--- config.mk ---
export PLATFORM = sky130hd
export DESIGN_NAME = clk_gen_multi
export DESIGN_NICKNAME = d
export VERILOG_FILES = /design/src/rtl/clk_gen_multi.sv
export SDC_FILE = /design/constraint.sdc
export NUM_CORES = 1
export LEC_CHECK = 0
export ABC_AREA = 1
export ABC_CLOCK_PERIOD_IN_PS = 2100
export CAP_MARGIN = 10
export CORE_ASPECT_RATIO = 0.6
export CORE_MARGIN = 2
export CORE_UTILIZATION = 35
export CTS_BUF_LIST = sky130_fd_sc_hd__clkbuf_2 sky130_fd_sc_hd__clkbuf_4 sky130_fd_sc_hd__clkbuf_8
export DETAILED_ROUTE_END_ITERATION = 8
export PLACE_DENSITY_LB_ADDON = 0.3
export SETUP_SLACK_MARGIN = 0.15
export SLEW_MARGIN = 20
export SYNTH_ARGS = -nofsm -noshare
export SYNTH_HDL_FRONTEND = slang
export SYNTH_SLANG_ARGS = --single-unit
export TNS_END_PERCENT = 1
--- constraint.sdc ---
create_clock -name clock_in -period 2.1 [get_ports clock_in]
set_input_delay 0.21 -clock clock_in [delete_from_list [all_inputs] [get_ports clock_in]]
set_output_delay 0.21 -clock clock_in [all_outputs]
set_load 0.005 [all_outputs]
--- src/rtl/clk_gen_multi.sv ---
// clk_gen_multi: multi-channel programmable clock-enable generator (square wave + tick per channel).
// Define CLKGEN_SHADOW_DIV_EN to stage divisor writes until the channel's next wrap.
module clk_gen_multi #(
  parameter int NUM_CH = 3,
  parameter int CNT_W = 28,
  parameter logic [NUM_CH*CNT_W-1:0] DIV_INIT = {28'd100000, 28'd1000000, 28'd33000000}
) (
  input  logic              clock_in,
  input  logic              rst,
  input  logic [NUM_CH-1:0] en,
  input  logic              sync_restart,
  input  logic              div_wr,
  input  logic [2:0]        div_sel,
  input  logic [CNT_W-1:0]  div_data,
  output logic [NUM_CH-1:0] clk_out,
  output logic [NUM_CH-1:0] tick
);
  logic [CNT_W-1:0] cnt_q [NUM_CH];
  logic [CNT_W-1:0] cnt_d [NUM_CH];
  logic [CNT_W-1:0] act_q [NUM_CH];
  logic [CNT_W-1:0] act_d [NUM_CH];
  logic [NUM_CH-1:0] clk_q, clk_d, tick_q, tick_d, wr_v, wrap_v;
`ifdef CLKGEN_SHADOW_DIV_EN
  logic [CNT_W-1:0] shd_q [NUM_CH];
  logic [CNT_W-1:0] shd_d [NUM_CH];
  logic [NUM_CH-1:0] pend_q, pend_d;
`endif
  always_comb begin
    wr_v = '0;
    wrap_v = '0;
    cnt_d = cnt_q;
    act_d = act_q;
    clk_d = clk_q;
    tick_d = '0;
`ifdef CLKGEN_SHADOW_DIV_EN
    shd_d = shd_q;
    pend_d = pend_q;
`endif
    for (int c = 0; c < NUM_CH; c++) begin
      wr_v[c] = div_wr && div_sel == 3'(c);
      // >= lets an immediate divisor shrink below the running count wrap on the next cycle
      wrap_v[c] = en[c] && cnt_q[c] >= act_q[c];
      cnt_d[c] = (sync_restart || wrap_v[c]) ? '0 : cnt_q[c] + CNT_W'(en[c]);
      clk_d[c] = !sync_restart && (clk_q[c] ^ wrap_v[c]);
      tick_d[c] = !sync_restart && wrap_v[c];
`ifdef CLKGEN_SHADOW_DIV_EN
      shd_d[c] = wr_v[c] ? div_data : shd_q[c];
      act_d[c] = (sync_restart && wr_v[c]) ? div_data :
                 (!sync_restart && wrap_v[c] && pend_q[c]) ? shd_q[c] : act_q[c];
      pend_d[c] = (sync_restart && wr_v[c]) ? 1'b0 : wr_v[c] ? 1'b1 :
                  (!sync_restart && wrap_v[c]) ? 1'b0 : pend_q[c];
`else
      act_d[c] = wr_v[c] ? div_data : act_q[c];
`endif
    end
  end
  always_ff @(posedge clock_in) begin
    if (rst) begin
      for (int c = 0; c < NUM_CH; c++) begin
        cnt_q[c] <= '0;
        act_q[c] <= DIV_INIT[c*CNT_W +: CNT_W];
`ifdef CLKGEN_SHADOW_DIV_EN
        shd_q[c] <= DIV_INIT[c*CNT_W +: CNT_W];
`endif
      end
      clk_q <= '0;
      tick_q <= '0;
`ifdef CLKGEN_SHADOW_DIV_EN
      pend_q <= '0;
`endif
    end else begin
      cnt_q <= cnt_d;
      act_q <= act_d;
      clk_q <= clk_d;
      tick_q <= tick_d;
`ifdef CLKGEN_SHADOW_DIV_EN
      shd_q <= shd_d;
      pend_q <= pend_d;
`endif
    end
  end
  assign clk_out = clk_q;
  assign tick = tick_q;
endmodule
==> results of run 1 <==
==> state kept, by name (all words and copies together) (netlist names) <==
name     count
act_q       84
tick         3
cnt_q       84
clk_out      3
==> layer usage <==
layer  vias to the layer above  wire (um)  global-route usage (%)
met2                       174      11220                   27.47
met1                      3823      13850                   27.31
met4                         0        449                   6.046
met5                         -          0                       0
met3                        28       1335                   3.588
li1                       4320          -                       -
==> worst min path at each step <==
stage,from,end,slack [ps],cells past startpoint
floorplan,rst,clk_out[0],280,1
global placement,act_q[19],act_q[19],450,2
detailed placement,act_q[19],act_q[19],450,2
CTS,sync_restart,tick[2],410,3
global route,sync_restart,tick[1],410,3
finish,sync_restart,tick[1],430,3
==> cell usage in the layout, fill, tap and decap left out, types with 15 or more instances in the layout <==
cell / instances
ha_1: 58
nand3_1: 31
clkdlybuf4s50_1: 43
ha_4: 32
a21oi_1: 88
dfxtp_2: 52
nor2_1: 122
nand2_2: 28
nand2_1: 227
buf_4: 85
inv_2: 18
a21oi_2: 22
nor3_1: 17
o21ai_0: 62
nor2_4: 15
nand4_1: 16
xor2_1: 31
xnor2_1: 23
o211ai_1: 25
dfxtp_1: 119
clkbuf_8: 17
inv_1: 154
==> cell families after synthesis <==
logic type,share of synthesized area [%]
and+or+nand+nor,25.12
AOI/OAI and AO/OA,11.92
buffers and inverters,8.489
DFF,37.33
adders and majority gates,12.07
xor gates and xnor gates,5.069
==> critical path, delay by kind of cell (launching register included) <==
kind	cells	cell delay (ps)
fa+ha+maj	1	220
compound gates	1	130
flops	1	310
buf+inv	3	480
simple gates	8	740
==> cell type report <==
type / instances / area (sq um)
clock buffers: 18 / 241.5
clock inverters: 14 / 190.2
fillers: 2549 / 14030
inverters: 173 / 649.4
multi-input cells: 875 / 5797
flip-flops and latches: 174 / 3560
well taps: 360 / 450.4
repair buffers: 143 / 1389
==> metrics by stage <==
stage	setup TNS [ps]	area (sq um)	cells	total power, W	setup WS (ps)
2_1_floorplan	0	9330	1252	0.003698	340.5
6_report	0	12280	1757	0.006624	149.0
3_3_place_gp	-122.0	10780	1710	0.003931	-57.22
4_1_cts	0	11280	1744	0.006557	98.29
5_1_grt	0	12280	1757	0.006869	23.90
3_5_place_dp	-616.5	10780	1710	0.003939	-96.56
==> what timing repair did <==
item,4_1_cts,5_1_grt
setup endpoints to repair,85,90
buffers inserted,1,5
cloned,1,8
resized for setup,10,196
pin swaps,2,33
==> power by group through the flow <==
stage	combinational, W	sequential [W]	clock [W]
after global routing	0.000674	0.00338	0.00281
after global placement	0.000480	0.00345	0
after floorplan	0.000251	0.00345	0
after detailed placement	0.000487	0.00345	0
final	0.000614	0.00337	0.00264
after CTS	0.000502	0.00337	0.00268
==> key figures, run 1 <==
Status
  – Status: finished clean

Timing
  – Hold WS: 427.7 ps
  – Slew headroom: 63.18%
  – Skew final: 15.71 ps
  – Worst Max-Slew Pin Slew: 551.5 ps
  – Final hold viol count: 0
  – Setup violators final: 0
  – Max-slew violation count: 0
  – Crit path time final: 1951 ps
  – RSZ-0062 raised after global routing: true
  – Max Fclk: 0.5126 GHz
  – Post-route clock period utilization: 92.91%

Final layout
  – Util after Layout: 46.67%
  – Area grow syn2layout: 31.58%
  – Share of cells above drive strength 1: 25.63%
  – Final #Nets: 1512
  – Number of diodes: 0

Drt
  – Residual DRC: 0
  – Antenna viol nets, final: 0
  – 1st-iter DRT viols: 548
  – DRT Pass-1 Iters: 6
  – Post-Route WL: 26.85 mm
  – Vias per inst: 4.750
  – Via count: 8345
  – Wire per inst: 15.28 um

Yosys
  – Synth unique cells: 37
  – Area leader, netlist: dfxtp_1
  – Top_reg_cell synth: dfxtp_1
  – Commonest cells in the netlist: nand2_1, dfxtp_1, inv_1
  – Register area share after synthesis: 37.33%
  – Area contributors post-synth: dfxtp_1, ha_1, nand2_1
  – Synthesized instance count: 1252
  – Synth top area share: 37.33%
  – Synth Cell Area: 9330 sq um
  – Asr flop ratio synth: 0%
  – YS warnings: 0
  – Net Count, Synth: 1380
  – Avg Synthesized Cell Area: 7.452 sq um
  – Most numerous cell in the Yosys netlist: nand2_1
  – EDFF count, synth: 0
  – Register bit total from synthesis: 174

Worst setup path
  – Critical R2R Capture: cnt_q[42]
  – Setup slack, reg-to-reg: 150 ps
  – Crit path top cell by count: nand2_2
  – Worst reg2reg path depth: 13
  – Beginning of the critical path: act_q[52]
  – CP Data Arrival Time: 2380 ps
  – Crit Path Category: reg2reg
  – Reg2reg start: act_q[52]
  – Worst-path fanout max: 7
  – CP max stage cell: dfxtp_1
  – Startpoint Class: flip-flop
  – Required time of the critical path: 2530 ps
  – Largest stage delay, worst path: 310 ps
  – Crit-path cells: inv_1 > ha_4 > nand2_2 > nor2_4 > buf_4 > a21oi_2 > nand2_1 > nor2_2 > nand2_2 > nand2_4 > nand3_4 > clkbuf_16 > nor2_1
  – Critical Path Sink Type: flip-flop
  – Crit path to: cnt_q[42]

Clock tree
  – TritonCTS clock tree: built
  – CTS clk-pin slew, worst paths: 100 ps
  – Cts-stage hold buffer count: 0
  – Clock Tree Root: clkbuf_8
  – CTS Buf Count: 17
  – Clk sinks: 174
  – H-tree Lvls: 4
  – Clock Latency Late Sink: 500 ps
  – Clock Path Buffers: 2

Power
  – Sw Ratio: 25.73%
  – Psw: 0.001705 W
  – Comb power frac: 9.3%
  – PD cells: 539.6 nW/um^2
  – Pint: 0.004919 W
  – Worst vdd ir: 351.2 uV
  – Lkg Pwr: 4.958 nW
  – Clock power frac: 39.8%
  – Flop pwr share: 50.9%

Global routing
  – Tot GR Track Use: 18.66%
  – Grt ovf: 0
  – Largest net degree at the start of global routing: 33
  – Initial antenna violation count: 1
  – Via count of the first global-routing pass: 7445
  – First-pass GRT wire length: 40.30 mm

Floorplan
  – Core ar.: 26300 sq um
  – IO Pins: 44
  – Initial Util: 35.47%
  – Num rows: 46
  – Die height: 130.5 um
  – Die footprint: 28020 sq um
  – Die Width: 214.8 um

Worst hold path
  – Hold crit path type: in2reg

Run
  – Max_cap viols: 0

Place
  – Routability cong.: 0.8942
  – PortBufs: 43
  – DP HPWL: 19.64 mm
Note: power is estimated with default switching activity, not from simulation.
==> run 2, diff against run 1 <==
Settings changed: GPL_TIMING_DRIVEN from default to 0.
==> run 2 against run 1 <==
- non-clock buffer count fell by 38
- routed wire length rose by 1.1%
- count of clock-buffer cells in the layout rose by 5
- hold slack improved by 17 ps
- core utilization fell by 1.7 points
- first-iteration DRC count rose by 8.0%
- sequential share of layout area rose by 1.4 points
- maximum frequency fell by 2.9%
- global-route usage rose by 0.61 points
- register-to-register slack got worse by 60 ps
- final area fell by 3.6%
- total power fell by 3.8%
- critical endpoint is now cnt_q[37]
==> key figures, run 2 (same netlist as run 1, synthesis figures left out) <==
Clock tree
  – TritonCTS clock tree: built
  – Clock Tree Root: clkbuf_8
  – Clock Path Buffers: 2 (unchanged)
  – CTS Buf Count: 17 (unchanged)
  – H-tree Lvls: 4 (unchanged)
  – CTS clk-pin slew, worst paths: 90 ps (about the same)
  – Clk sinks: 174 (unchanged)
  – Cts-stage hold buffer count: 0 (unchanged)
  – Clock Latency Late Sink: 500 ps (about the same)

Drt
  – 1st-iter DRT viols: 592 (+8.0%)
  – Via count: 8337 (-0.096%)
  – Post-Route WL: 27.14 mm (+1.1%)
  – Residual DRC: 0 (unchanged)
  – Vias per inst: 4.856 (+2.2%)
  – DRT Pass-1 Iters: 5 (-1)
  – Wire per inst: 15.81 um (+3.4%)
  – Antenna viol nets, final: 0 (unchanged)

Timing
  – Max Fclk: 0.4975 GHz (-2.9%)
  – RSZ-0062 raised after global routing: true
  – Max-slew violation count: 0 (unchanged)
  – Worst Max-Slew Pin Slew: 671.0 ps (+119.6 ps)
  – Post-route clock period utilization: 95.71% (+2.8 points)
  – Slew headroom: 55.26% (-7.9 points)
  – Setup violators final: 0 (unchanged)
  – Final hold viol count: 0 (unchanged)
  – Crit path time final: 2010 ps (+58.88 ps)
  – Skew final: 12.45 ps (-3.259 ps)
  – Hold WS: 444.6 ps (+16.95 ps)

Final layout
  – Number of diodes: 0 (unchanged)
  – Area grow syn2layout: 26.89%
  – Final instance area: 11840 sq um (-3.6%)
  – Biggest registers after layout: act_q x84, cnt_q x84
  – Final #Nets: 1475 (-2.4%)
  – Most frequent cells in the layout: nand2_1, inv_1, nor2_1
  – Share of cells above drive strength 1: 20.93% (-4.7 points)
  – Most common cell after layout, fill and taps aside: nand2_1

Global routing
  – Largest net degree at the start of global routing: 17 (-48%)
  – Tot GR Track Use: 19.27% (+0.61 points)
  – Initial antenna violation count: 0 (-1)
  – Via count of the first global-routing pass: 7384 (-0.82%)
  – First-pass GRT wire length: 40.97 mm (+1.6%)
  – Grt ovf: 0 (unchanged)

Place
  – Area post-placement: 10210 sq um (-5.3%)
  – Routability cong.: 0.9013 (+0.79%)
  – PortBufs: 43 (unchanged)
  – DP HPWL: 20.36 mm (+3.7%)

Worst setup path
  – CP max stage cell: dfxtp_2
  – Crit path top cell by count: nand2_1
  – Worst-path fanout max: 7 (unchanged)
  – Critical Path Sink Type: flip-flop
  – Startpoint Class: flip-flop
  – Required time of the critical path: 2540 ps (about the same)
  – CP Data Arrival Time: 2450 ps (+70 ps)
  – Crit-path cells: ha_1 > nand2_1 > nand2_1 > nand2_1 > nand2_1 > a21oi_2 > nand2_1 > nor2_1 > nand2_2 > nand2_4 > nand3_4 > clkbuf_16 > nor2_1
  – Largest stage delay, worst path: 350 ps (+40 ps)
  – Crit Path Category: reg2reg
  – Crit path buf inv count: 1 (-2)
  – Critical path's top delay family: simple AND/OR/NAND/NOR gates

Floorplan
  – Core ar.: 26300 sq um (unchanged)
  – Num rows: 46 (unchanged)
  – Initial Util: 35.47% (unchanged)
  – Die height: 130.5 um (unchanged)
  – Die Width: 214.8 um (unchanged)
  – IO Pins: 44 (unchanged)
  – Die footprint: 28020 sq um (unchanged)

Run
  – Max_cap viols: 0 (unchanged)

Power
  – PD cells: 538.4 nW/um^2 (-0.21%)
  – Worst vdd ir: 361.9 uV (+3.1%)
  – Lkg Pwr: 4.652 nW (-6.2%)

Status
  – Status: finished clean

Worst hold path
  – Hold crit path type: in2reg
-- run 2: per-layer routing --
metal | vias to the layer above | GRT usage [%] | share of wire (%)
met2 | 220 | 27.72 | 41
li1 | 4240 | - | -
met4 | 0 | 4.902 | 1.3
met1 | 3846 | 28.46 | 52
met3 | 31 | 4.884 | 6.3
met5 | - | 0 | 0
-- run 2: timing repair --
action,4_1_cts,5_1_grt
buffers inserted,12,15
cloned,3,3
endpoints found under the setup margin,84,90
pin swaps,10,24
gates resized for setup,62,163
-- run 2: power by group --
group,switching (W),leakage (nW),internal (W)
clock network,0.00123,0.197,0.00119
logic,0.000358,3.01,0.000244
registers,0.0000193,1.44,0.00334
total,0.00161,4.65,0.00477
-- run 2: path summary, 6_finish.rpt --
path | startpoint | cells after the start | slack (ps) | end
worst min register to register | act_q[19] | 2 | 460 | act_q[19]
worst min-delay path | div_data[6] | 3 | 440 | act_q[62]
worst max-delay path | cnt_q[49] | 13 | 90 | cnt_q[37]
worst max register to register | cnt_q[49] | 13 | 90 | cnt_q[37]
-- run 2: through the flow --
step | instances | total power, W | utilization (%) | setup WS [ps] | TNS, ps
detailed placement | 1655 | 0.003921 | 38.82 | -452.2 | -13120
floorplan | 1252 | 0.003698 | - | 340.5 | 0
finish | 1717 | 0.006374 | 45.01 | 90.11 | 0
global placement | 1655 | 0.003909 | 38.82 | -424.5 | -11520
global route | 1717 | 0.006635 | 45.01 | -24.23 | -209.0
CTS | 1699 | 0.006366 | 41.85 | 93.32 | 0
-- run 2: worst reg2reg max path, stage by stage (launching register included) --
cell and delay [ps]:
dfxtp_2 350, ha_1 310, nand2_1 80, nand2_1 50
nand2_1 50, nand2_1 60, a21oi_2 130, nand2_1 60
nor2_1 120, nand2_2 110, nand2_4 110, nand3_4 190
clkbuf_16 240, nor2_1 80
-- run 2: cell type report --
type	instances	area [sq um]
Fill cell	2616	14460
Clock buffer	23	304.0
Timing Repair Buffer	75	819.5
Sequential cell	174	3598
Buffer	30	180.2
Multi-Input combinational cell	876	5749
Tap cell	360	450.4
Inverter	173	651.9
Clock inverter	6	85.08
==> run 3, diff against run 2 <==
--- a/config.mk
+++ b/config.mk
@@ -15,2 +15,3 @@
 export DETAILED_ROUTE_END_ITERATION = 8
+export GPL_ROUTABILITY_DRIVEN = 0
 export GPL_TIMING_DRIVEN = 0
--- a/constraint.sdc
+++ b/constraint.sdc
@@ -3,2 +3,2 @@
 set_output_delay 0.21 -clock clock_in [all_outputs]
-set_load 0.005 [all_outputs]
+set_load 0.01 [all_outputs]
==> results of run 3 <==
No change in the layout: final DEF, timing and power equal those of run 2.
